## src/rtl/cam_capture_if.sv

```systemverilog
// cam_capture_if: sensor DVP bus, capture configuration and packed-pixel write port of cam_capture.
// master drives enable, cam_href/cam_vsync/cam_data, win_*, dec_n, swap, clr_err;
// slave (the capture engine) drives m_data/m_wr_en/m_sof/m_eol, frame_done, frame_cnt, busy, err_odd, err_len.
interface cam_capture_if #(
    parameter int IN_W  = 8,
    parameter int OUT_W = 16,
    parameter int CW    = 12
);
    logic            enable;
    logic            cam_href;
    logic            cam_vsync;
    logic [IN_W-1:0] cam_data;
    logic [CW-1:0]   win_x0;
    logic [CW-1:0]   win_y0;
    logic [CW-1:0]   win_w;
    logic [CW-1:0]   win_h;
    logic [3:0]      dec_n;
    logic            swap;
    logic            clr_err;
    logic [OUT_W-1:0] m_data;
    logic            m_wr_en;
    logic            m_sof;
    logic            m_eol;
    logic            frame_done;
    logic [15:0]     frame_cnt;
    logic            busy;
    logic            err_odd;
    logic            err_len;
    modport master (
        output enable, cam_href, cam_vsync, cam_data, win_x0, win_y0, win_w, win_h, dec_n, swap, clr_err,
        input  m_data, m_wr_en, m_sof, m_eol, frame_done, frame_cnt, busy, err_odd, err_len
    );
    modport slave (
        input  enable, cam_href, cam_vsync, cam_data, win_x0, win_y0, win_w, win_h, dec_n, swap, clr_err,
        output m_data, m_wr_en, m_sof, m_eol, frame_done, frame_cnt, busy, err_odd, err_len
    );
endinterface

```

## src/rtl/cam_capture.sv

```systemverilog
// cam_capture: DVP camera capture with frame skip, crop window, decimation, byte packing and error flags.
// sclk: sensor pixel clock; s_rst_n: synchronous active-low reset;
// bus: slave side of cam_capture_if (sensor bus and configuration in, packed pixel stream and status out).
module cam_capture #(
    parameter int IN_W        = 8,
    parameter int OUT_W       = 16,
    parameter int SKIP_FRAMES = 10,
    parameter int CW          = 12
) (
    input logic           sclk,
    input logic           s_rst_n,
    cam_capture_if.slave  bus
);
    typedef enum logic [2:0] {IDLE, SKIP, WAIT, ACT, DONE} st_t;
    st_t st_q, st_d;
    logic [7:0] skip_q, skip_d;
    logic href_q, href_p_q, vs_q, vs_p_q;
    logic [IN_W-1:0] dat_q;
    logic fb, vf, hf, hv, act, go;
    logic [3:0] ph_q;
    logic keep_q, sofp_q;
    logic [CW-1:0] x_q, y_q, len_q, x0_q, y0_q, w_q, h_q;
    logic pv, odd;
    logic [OUT_W-1:0] pd;
    logic [CW:0] xend, yend;
    logic inx, iny, wr, sofc, eolc, lk, len_set;
    logic p_v_q, p_sof_q, o_v_q, o_sof_q, o_eol_q;
    logic [OUT_W-1:0] p_d_q, o_d_q;
    logic err_odd_q, err_len_q;
    logic [15:0] fcnt_q;
    assign fb  = vs_q & ~vs_p_q;
    assign vf  = ~vs_q & vs_p_q;
    assign hf  = ~href_q & href_p_q;
    assign hv  = href_q & ~fb;
    assign act = st_q == ACT;
    assign go  = st_q == WAIT && st_d == ACT;
    always_ff @(posedge sclk) begin
        if (!s_rst_n) begin
            st_q   <= IDLE;
            skip_q <= '0;
        end else begin
            st_q   <= st_d;
            skip_q <= skip_d;
        end
    end
    always_comb begin
        st_d   = st_q;
        skip_d = skip_q;
        case (st_q)
            IDLE: if (bus.enable) begin
                st_d   = SKIP;
                skip_d = 8'(SKIP_FRAMES);
                if (SKIP_FRAMES == 0) st_d = WAIT;
            end
            SKIP: if (!bus.enable) st_d = IDLE;
                  else if (fb) begin
                      skip_d = skip_q - 8'd1;
                      if (skip_q <= 8'd1) st_d = WAIT;
                  end
            WAIT: if (!bus.enable) st_d = IDLE;
                  else if (vf) st_d = ACT;
            ACT:  if (fb) st_d = DONE;
            DONE: st_d = bus.enable ? WAIT : IDLE;
            default: st_d = IDLE;
        endcase
    end
    if (OUT_W == 2 * IN_W) begin : g_two
        logic bp_q;
        logic [IN_W-1:0] hold_q;
        always_ff @(posedge sclk) begin
            if (!s_rst_n) begin
                bp_q   <= 1'b0;
                hold_q <= '0;
            end else begin
                bp_q <= hv & ~bp_q;
                if (hv & ~bp_q) hold_q <= dat_q;
            end
        end
        assign pv  = hv & bp_q;
        // href dropped while the first byte of a pixel is still held
        assign odd = ~href_q & bp_q;
        assign pd  = bus.swap ? {dat_q, hold_q} : {hold_q, dat_q};
    end else begin : g_one
        assign pv  = hv;
        assign odd = 1'b0;
        assign pd  = OUT_W'(dat_q);
    end
    // window bounds at CW+1 bits so origin+size cannot wrap
    assign xend    = {1'b0, x0_q} + {1'b0, w_q};
    assign yend    = {1'b0, y0_q} + {1'b0, h_q};
    assign inx     = x_q >= x0_q && (w_q == '0 || {1'b0, x_q} < xend);
    assign iny     = y_q >= y0_q && (h_q == '0 || {1'b0, y_q} < yend);
    assign wr      = pv & act & keep_q & inx & iny;
    assign sofc    = wr & sofp_q;
    assign eolc    = w_q != '0 && {1'b0, x_q} == xend - (CW+1)'(1);
    // full-width lines: end of line is only known one pixel later
    assign lk      = w_q == '0;
    assign len_set = act & hf & (y_q != '0) & (x_q != len_q);
    always_ff @(posedge sclk) begin
        if (!s_rst_n) begin
            href_q    <= 1'b0;
            href_p_q  <= 1'b0;
            // start as if in blanking so leaving reset never fakes a frame edge
            vs_q      <= 1'b1;
            vs_p_q    <= 1'b1;
            dat_q     <= '0;
            ph_q      <= '0;
            keep_q    <= 1'b0;
            sofp_q    <= 1'b0;
            x_q       <= '0;
            y_q       <= '0;
            len_q     <= '0;
            x0_q      <= '0;
            y0_q      <= '0;
            w_q       <= '0;
            h_q       <= '0;
            p_v_q     <= 1'b0;
            p_sof_q   <= 1'b0;
            p_d_q     <= '0;
            o_v_q     <= 1'b0;
            o_sof_q   <= 1'b0;
            o_eol_q   <= 1'b0;
            o_d_q     <= '0;
            err_odd_q <= 1'b0;
            err_len_q <= 1'b0;
            fcnt_q    <= '0;
        end else begin
            href_q   <= bus.cam_href;
            href_p_q <= href_q;
            vs_q     <= bus.cam_vsync;
            vs_p_q   <= vs_q;
            dat_q    <= bus.cam_data;
            if (st_q == IDLE) ph_q <= '0;
            if (go) begin
                x0_q   <= bus.win_x0;
                y0_q   <= bus.win_y0;
                w_q    <= bus.win_w;
                h_q    <= bus.win_h;
                x_q    <= '0;
                y_q    <= '0;
                keep_q <= ph_q == 4'd0;
                ph_q   <= ph_q >= bus.dec_n ? 4'd0 : ph_q + 4'd1;
                sofp_q <= 1'b1;
            end else if (act) begin
                x_q <= hf ? '0 : (pv && !(&x_q)) ? x_q + 1'b1 : x_q;
                if (hf && !(&y_q)) y_q <= y_q + 1'b1;
                if (hf && y_q == '0) len_q <= x_q;
                if (wr) sofp_q <= 1'b0;
            end
            p_v_q     <= wr & lk;
            p_sof_q   <= sofc;
            p_d_q     <= pd;
            o_v_q     <= lk ? p_v_q : wr;
            o_sof_q   <= lk ? p_sof_q : sofc;
            o_eol_q   <= lk ? p_v_q & ~href_q : wr & eolc;
            o_d_q     <= lk ? p_d_q : pd;
            err_odd_q <= (odd & act) | (err_odd_q & ~bus.clr_err);
            err_len_q <= len_set | (err_len_q & ~bus.clr_err);
            if (st_q == DONE && keep_q) fcnt_q <= fcnt_q + 16'd1;
        end
    end
    assign bus.m_data     = o_d_q;
    assign bus.m_wr_en    = o_v_q;
    assign bus.m_sof      = o_sof_q;
    assign bus.m_eol      = o_eol_q;
    assign bus.frame_done = st_q == DONE && keep_q;
    assign bus.frame_cnt  = fcnt_q;
    assign bus.busy       = st_q == SKIP || st_q == WAIT || act;
    assign bus.err_odd    = err_odd_q;
    assign bus.err_len    = err_len_q;
endmodule

```

## src/flat_wrapper.sv

```systemverilog
// flat-port wrapper written by rule: the top's interface ports become plain ports
module cam_capture_flat 
#(
    parameter int IN_W        = 8,
    parameter int OUT_W       = 16,
    parameter int SKIP_FRAMES = 10,
    parameter int CW          = 12
)
  (sclk, s_rst_n, bus_enable, bus_cam_href, bus_cam_vsync, bus_cam_data, bus_win_x0, bus_win_y0, bus_win_w, bus_win_h, bus_dec_n, bus_swap, bus_clr_err, bus_m_data, bus_m_wr_en, bus_m_sof, bus_m_eol, bus_frame_done, bus_frame_cnt, bus_busy, bus_err_odd, bus_err_len);
  cam_capture_if #(.IN_W(IN_W), .OUT_W(OUT_W), .CW(CW)) bus_i ();
  input logic sclk;
  input logic s_rst_n;
  input wire logic [$bits(bus_i.enable)-1:0] bus_enable;
  input wire logic [$bits(bus_i.cam_href)-1:0] bus_cam_href;
  input wire logic [$bits(bus_i.cam_vsync)-1:0] bus_cam_vsync;
  input wire logic [$bits(bus_i.cam_data)-1:0] bus_cam_data;
  input wire logic [$bits(bus_i.win_x0)-1:0] bus_win_x0;
  input wire logic [$bits(bus_i.win_y0)-1:0] bus_win_y0;
  input wire logic [$bits(bus_i.win_w)-1:0] bus_win_w;
  input wire logic [$bits(bus_i.win_h)-1:0] bus_win_h;
  input wire logic [$bits(bus_i.dec_n)-1:0] bus_dec_n;
  input wire logic [$bits(bus_i.swap)-1:0] bus_swap;
  input wire logic [$bits(bus_i.clr_err)-1:0] bus_clr_err;
  output wire logic [$bits(bus_i.m_data)-1:0] bus_m_data;
  output wire logic [$bits(bus_i.m_wr_en)-1:0] bus_m_wr_en;
  output wire logic [$bits(bus_i.m_sof)-1:0] bus_m_sof;
  output wire logic [$bits(bus_i.m_eol)-1:0] bus_m_eol;
  output wire logic [$bits(bus_i.frame_done)-1:0] bus_frame_done;
  output wire logic [$bits(bus_i.frame_cnt)-1:0] bus_frame_cnt;
  output wire logic [$bits(bus_i.busy)-1:0] bus_busy;
  output wire logic [$bits(bus_i.err_odd)-1:0] bus_err_odd;
  output wire logic [$bits(bus_i.err_len)-1:0] bus_err_len;
  assign bus_i.enable = bus_enable;
  assign bus_i.cam_href = bus_cam_href;
  assign bus_i.cam_vsync = bus_cam_vsync;
  assign bus_i.cam_data = bus_cam_data;
  assign bus_i.win_x0 = bus_win_x0;
  assign bus_i.win_y0 = bus_win_y0;
  assign bus_i.win_w = bus_win_w;
  assign bus_i.win_h = bus_win_h;
  assign bus_i.dec_n = bus_dec_n;
  assign bus_i.swap = bus_swap;
  assign bus_i.clr_err = bus_clr_err;
  assign bus_m_data = bus_i.m_data;
  assign bus_m_wr_en = bus_i.m_wr_en;
  assign bus_m_sof = bus_i.m_sof;
  assign bus_m_eol = bus_i.m_eol;
  assign bus_frame_done = bus_i.frame_done;
  assign bus_frame_cnt = bus_i.frame_cnt;
  assign bus_busy = bus_i.busy;
  assign bus_err_odd = bus_i.err_odd;
  assign bus_err_len = bus_i.err_len;
  cam_capture #(.IN_W(IN_W), .OUT_W(OUT_W), .SKIP_FRAMES(SKIP_FRAMES), .CW(CW)) u_core (.sclk(sclk), .s_rst_n(s_rst_n), .bus(bus_i));
endmodule
```

## config.mk

```make
export PLATFORM = sky130hd
export DESIGN_NAME = cam_capture_flat
export DESIGN_NICKNAME = d
export VERILOG_FILES = /design/src/rtl/cam_capture_if.sv /design/src/rtl/cam_capture.sv /design/src/flat_wrapper.sv
export SDC_FILE = /design/constraint.sdc
export NUM_CORES = 1
export LEC_CHECK = 0
export CAP_MARGIN = 20
export CORE_ASPECT_RATIO = 1.75
export CORE_UTILIZATION = 35
export DETAILED_ROUTE_END_ITERATION = 10
export PLACE_DENSITY = 0.58
export SLEW_MARGIN = 30
export SYNTH_ARGS = -nofsm -noshare
export SYNTH_HDL_FRONTEND = slang
export SYNTH_SLANG_ARGS = --single-unit
export TNS_END_PERCENT = 5
```

## constraint.sdc

```tcl
create_clock -name sclk -period 3.8 [get_ports sclk]
set_input_delay 0.76 -clock sclk [delete_from_list [all_inputs] [get_ports sclk]]
set_output_delay 0.76 -clock sclk [all_outputs]
set_load 0.02 [all_outputs]
```

==> results.py <==
metrics = {
    "timing": {
        "slew_headroom": 0.442,
        "final.period_utilization": 0.932,
        "setup_viol": 0,
        "fin_worst_skew_ps": 10.3,
        "period_needed_ps": 3540,
        "slew_violations": 0,
        "finalHoldViolations": 0,
        "timing.fmax_mhz": 282,
        "tightest_slew_ps": 837,
    },
    "synthesis": {
        "yosysWarnings": 0,
        "synth_edf_count": 0,
        "synth.largest_area_cell": "dfxtp_1",
        "ys_ff_latch": 177,
        "synth_top_family_by_area": "simple AND/OR/NAND/NOR gates",
        "synth_compound_area_frac": 0.135,
        "async_reset_ff_frac": 0,
        "synth_fp_nets": 1298,
        "yosysTopAreaCellShare": 0.368,
        "ys_seq_area_frac": 0.368,
        "synth.mux.area_fraction": 0.0449,
        "ys_types": 78,
        "synthTopCellsByArea": "dfxtp_1 (37%), ha_1 (11%), nor2_1 (5.6%)",
        "syn_inst": 1146,
        "syn-mean-instance-area_um2": 8.40,
        "synth-simple-area-share": 0.216,
        "synth_xor_area_frac": 0.0797,
        "yosys_most_used_dff": "dfxtp_1",
        "synth_fa_ha_area_frac": 0.112,
        "synth_area_um2": 9620,
    },
    "pwr": {
        "finalPower_mw": 3.89,
        "powerDensity_nw_per_um2": 329,
        "leakagePower_nw": 4.60,
        "ir_drop_mv": 0.353,
    },
    "detailed_routing": {
        "viasPerCell": 5.00,
        "avgRoutedWirePerCell_um": 15.5,
        "totalWireLength_um": 25100,
        "ant_nets": 0,
        "drcViolationCount": 0,
        "dr.pass1.iters": 4,
        "drt_iter0_markers": 218,
        "vias": 8095,
    },
    "global_route": {
        "grt_overflow": 0,
        "antenna_found_initial": 0,
        "grt_pass1_wl_um": 40900,
        "first_global_vias": 8176,
        "grt_max_degree": 75,
        "grt_use_total": 0.188,
    },
    "finish": {
        "nets": 1389,
        "instances_no_fill": 1618,
        "syn_to_final_growth_pct": 22.7,
        "drive_above_1_share": 0.0777,
        "antennaDiodeCount": 0,
        "mostFrequentLayoutCell": "dfxtp_1",
        "layout_common_cells": "dfxtp_1 (174), nor2_1 (141), nand2_1 (140)",
    },
    "die": {
        "start_util": 0.355,
        "io_pins": 106,
        "rows": 80,
        "die_h_um": 221,
        "die_w_um": 127,
        "die-area_um2": 28200,
        "core_area_um2": 27100,
    },
    "setup_path": {
        "critPathArrivalTime_ps": 3940,
        "cpPeakStageDelay_ps": 330,
        "crit_type": "reg -> reg",
        "cpMaxStageDelayCell": "dfxtp_2",
        "crit_required_ps": 4190,
        "path_cells": "ha_1 > inv_1 > fa_2 > nor2b_2 > o31ai_4 > nand2b_1 > a21oi_1 > xor2_1 > ha_1 > a211oi_2 > nor2_1 > nor3_1 > nor2_1 > o41ai_2 > o2111ai_2 > nor2_2 > nor4b_4 > a31o_1",
        "critical-path-top-delay-family": "compound AO/OA/AOI/OAI gates",
        "cp-end-kind": "register",
        "cp-start-kind": "register",
        "crit_fanout": 3,
        "cp_num_buf_inv": 1,
    },
    "cts": {
        "clkTransAtPathRegs_ps": 70,
        "cts_tree": "yes",
        "worstSkewPairLatency_ps": 450,
        "numClockSinks": 177,
        "cts_buffers": 17,
        "cts_buffer_depth": 2,
        "h-tree-depth": 4,
        "hold_buffers": 0,
        "cts-root-buf": "clkbuf_16",
    },
    "job": {
        "maxCapViolations": 0,
    },
    "placement": {
        "hpwl_um": 19200,
        "numPortBuffers": 105,
        "dp_cells": 1585,
        "gp_congestion": 0.850,
    },
    "hold_path": {
        "hold_class": "reg -> reg",
    },
    "status": {
        "status": "completed",
    },
}
==> final timing paths <==
kind                      start                 end  slack [ps]  cells past startpoint
min          u_core.bus.err_odd  u_core.bus.err_odd         470                      2
max reg2reg       u_core.h_q[0]    u_core.bus.m_eol         260                     18
min reg2reg  u_core.bus.err_odd  u_core.bus.err_odd         470                      2
max               u_core.h_q[0]    u_core.bus.m_eol         260                     18
==> worst register-to-register path, stage by stage (launching register included) <==
cell	delay (ps)
dfxtp_2	330
ha_1	220
inv_1	70
fa_2	210
nor2b_2	60
o31ai_4	260
nand2b_1	80
a21oi_1	180
xor2_1	200
ha_1	290
a211oi_2	220
nor2_1	70
nor3_1	140
nor2_1	80
o41ai_2	320
o2111ai_2	190
nor2_2	190
nor4b_4	190
a31o_1	160
==> report_power, final <==
part           total, mW  internal [mW]  switching (mW)
Clock               1.79          0.998           0.790
Combinational      0.203          0.109          0.0938
Sequential          1.90           1.88          0.0183
==> through the flow <==
| stage | setup TNS [ps] | hold WS [ps] | area (um2) | utilization | setup WS [ps] |
|---|---|---|---|---|---|
| 2_1_floorplan | 0 | 430 | 9620 | - | 415 |
| 3_3_place_gp | 0 | 449 | 11100 | 0.409 | 160 |
| 4_1_cts | 0 | 473 | 11700 | 0.431 | 72.1 |
| 6_report | 0 | 468 | 11800 | 0.435 | 258 |
| 5_1_grt | -0.827 | 486 | 11800 | 0.435 | -0.827 |
| 3_5_place_dp | 0 | 454 | 11100 | 0.409 | 104 |
==> cell type report <==
type,instances,area (um2)
tap,369,462
multi-input combinational,858,5770
clock buffer,19,443
inverter,57,216
timing repair buffer,126,1220
clock inverter,12,149
sequential,177,3550
fill,2731,15300
==> state kept, by name, summed over array words and instances (netlist names), 3 cells and up <==
register / flops
u_core.skip_q: 8
u_core.p_d_q: 16
u_core.x_q: 12
u_core.bus.frame_cnt: 16
u_core.x0_q: 12
u_core.w_q: 12
u_core.h_q: 12
u_core.dat_q: 8
u_core.g_two.hold_q: 8
u_core.st_q: 3
u_core.bus.m_data: 16
u_core.y0_q: 12
u_core.ph_q: 4
u_core.y_q: 12
u_core.len_q: 12
==> repair_timing <==
item / 4_1_cts / 5_1_grt
resized for setup: 0 / 26
buffers inserted: 0 / 2
setup endpoints to repair: 0 / 5
==> synth_stat cells, types with 17 or more instances <==
| cell | n |
|---|---|
| xor2_1 | 48 |
| nand3_1 | 26 |
| a211oi_1 | 19 |
| nor2_1 | 143 |
| nand4_1 | 21 |
| clkbuf_1 | 47 |
| mux2i_1 | 42 |
| ha_1 | 83 |
| a21oi_1 | 83 |
| nor3_1 | 19 |
| o21ai_0 | 34 |
| nor4_1 | 17 |
| dfxtp_1 | 177 |
| nand2_1 | 140 |
| inv_1 | 56 |
| xnor2_1 | 29 |
==> logic make-up (layout without fill, tap and decap cells) <==
logic type | count (synthesis) | after routing
DFF | 177 | 177
and+or+nand+nor | 445 | 445
buffers and inverters | 111 | 214
muxes | 43 | 43
adders and majority gates | 85 | 85
xor gates and xnor gates | 82 | 82
AOI/OAI and AO/OA | 203 | 203
==> metal layers <==
layer  share of wire  vias up  global-route usage  wire length [um]
li1                -     4132                   -                 -
met5               0        -                   0                 0
met1            0.38     3788               0.188              9530
met2            0.54      121               0.349             13600
met4           0.050        0               0.123              1270
met3           0.031       54              0.0338               779
No activity file was read; power rests on OpenSTA's default activity.
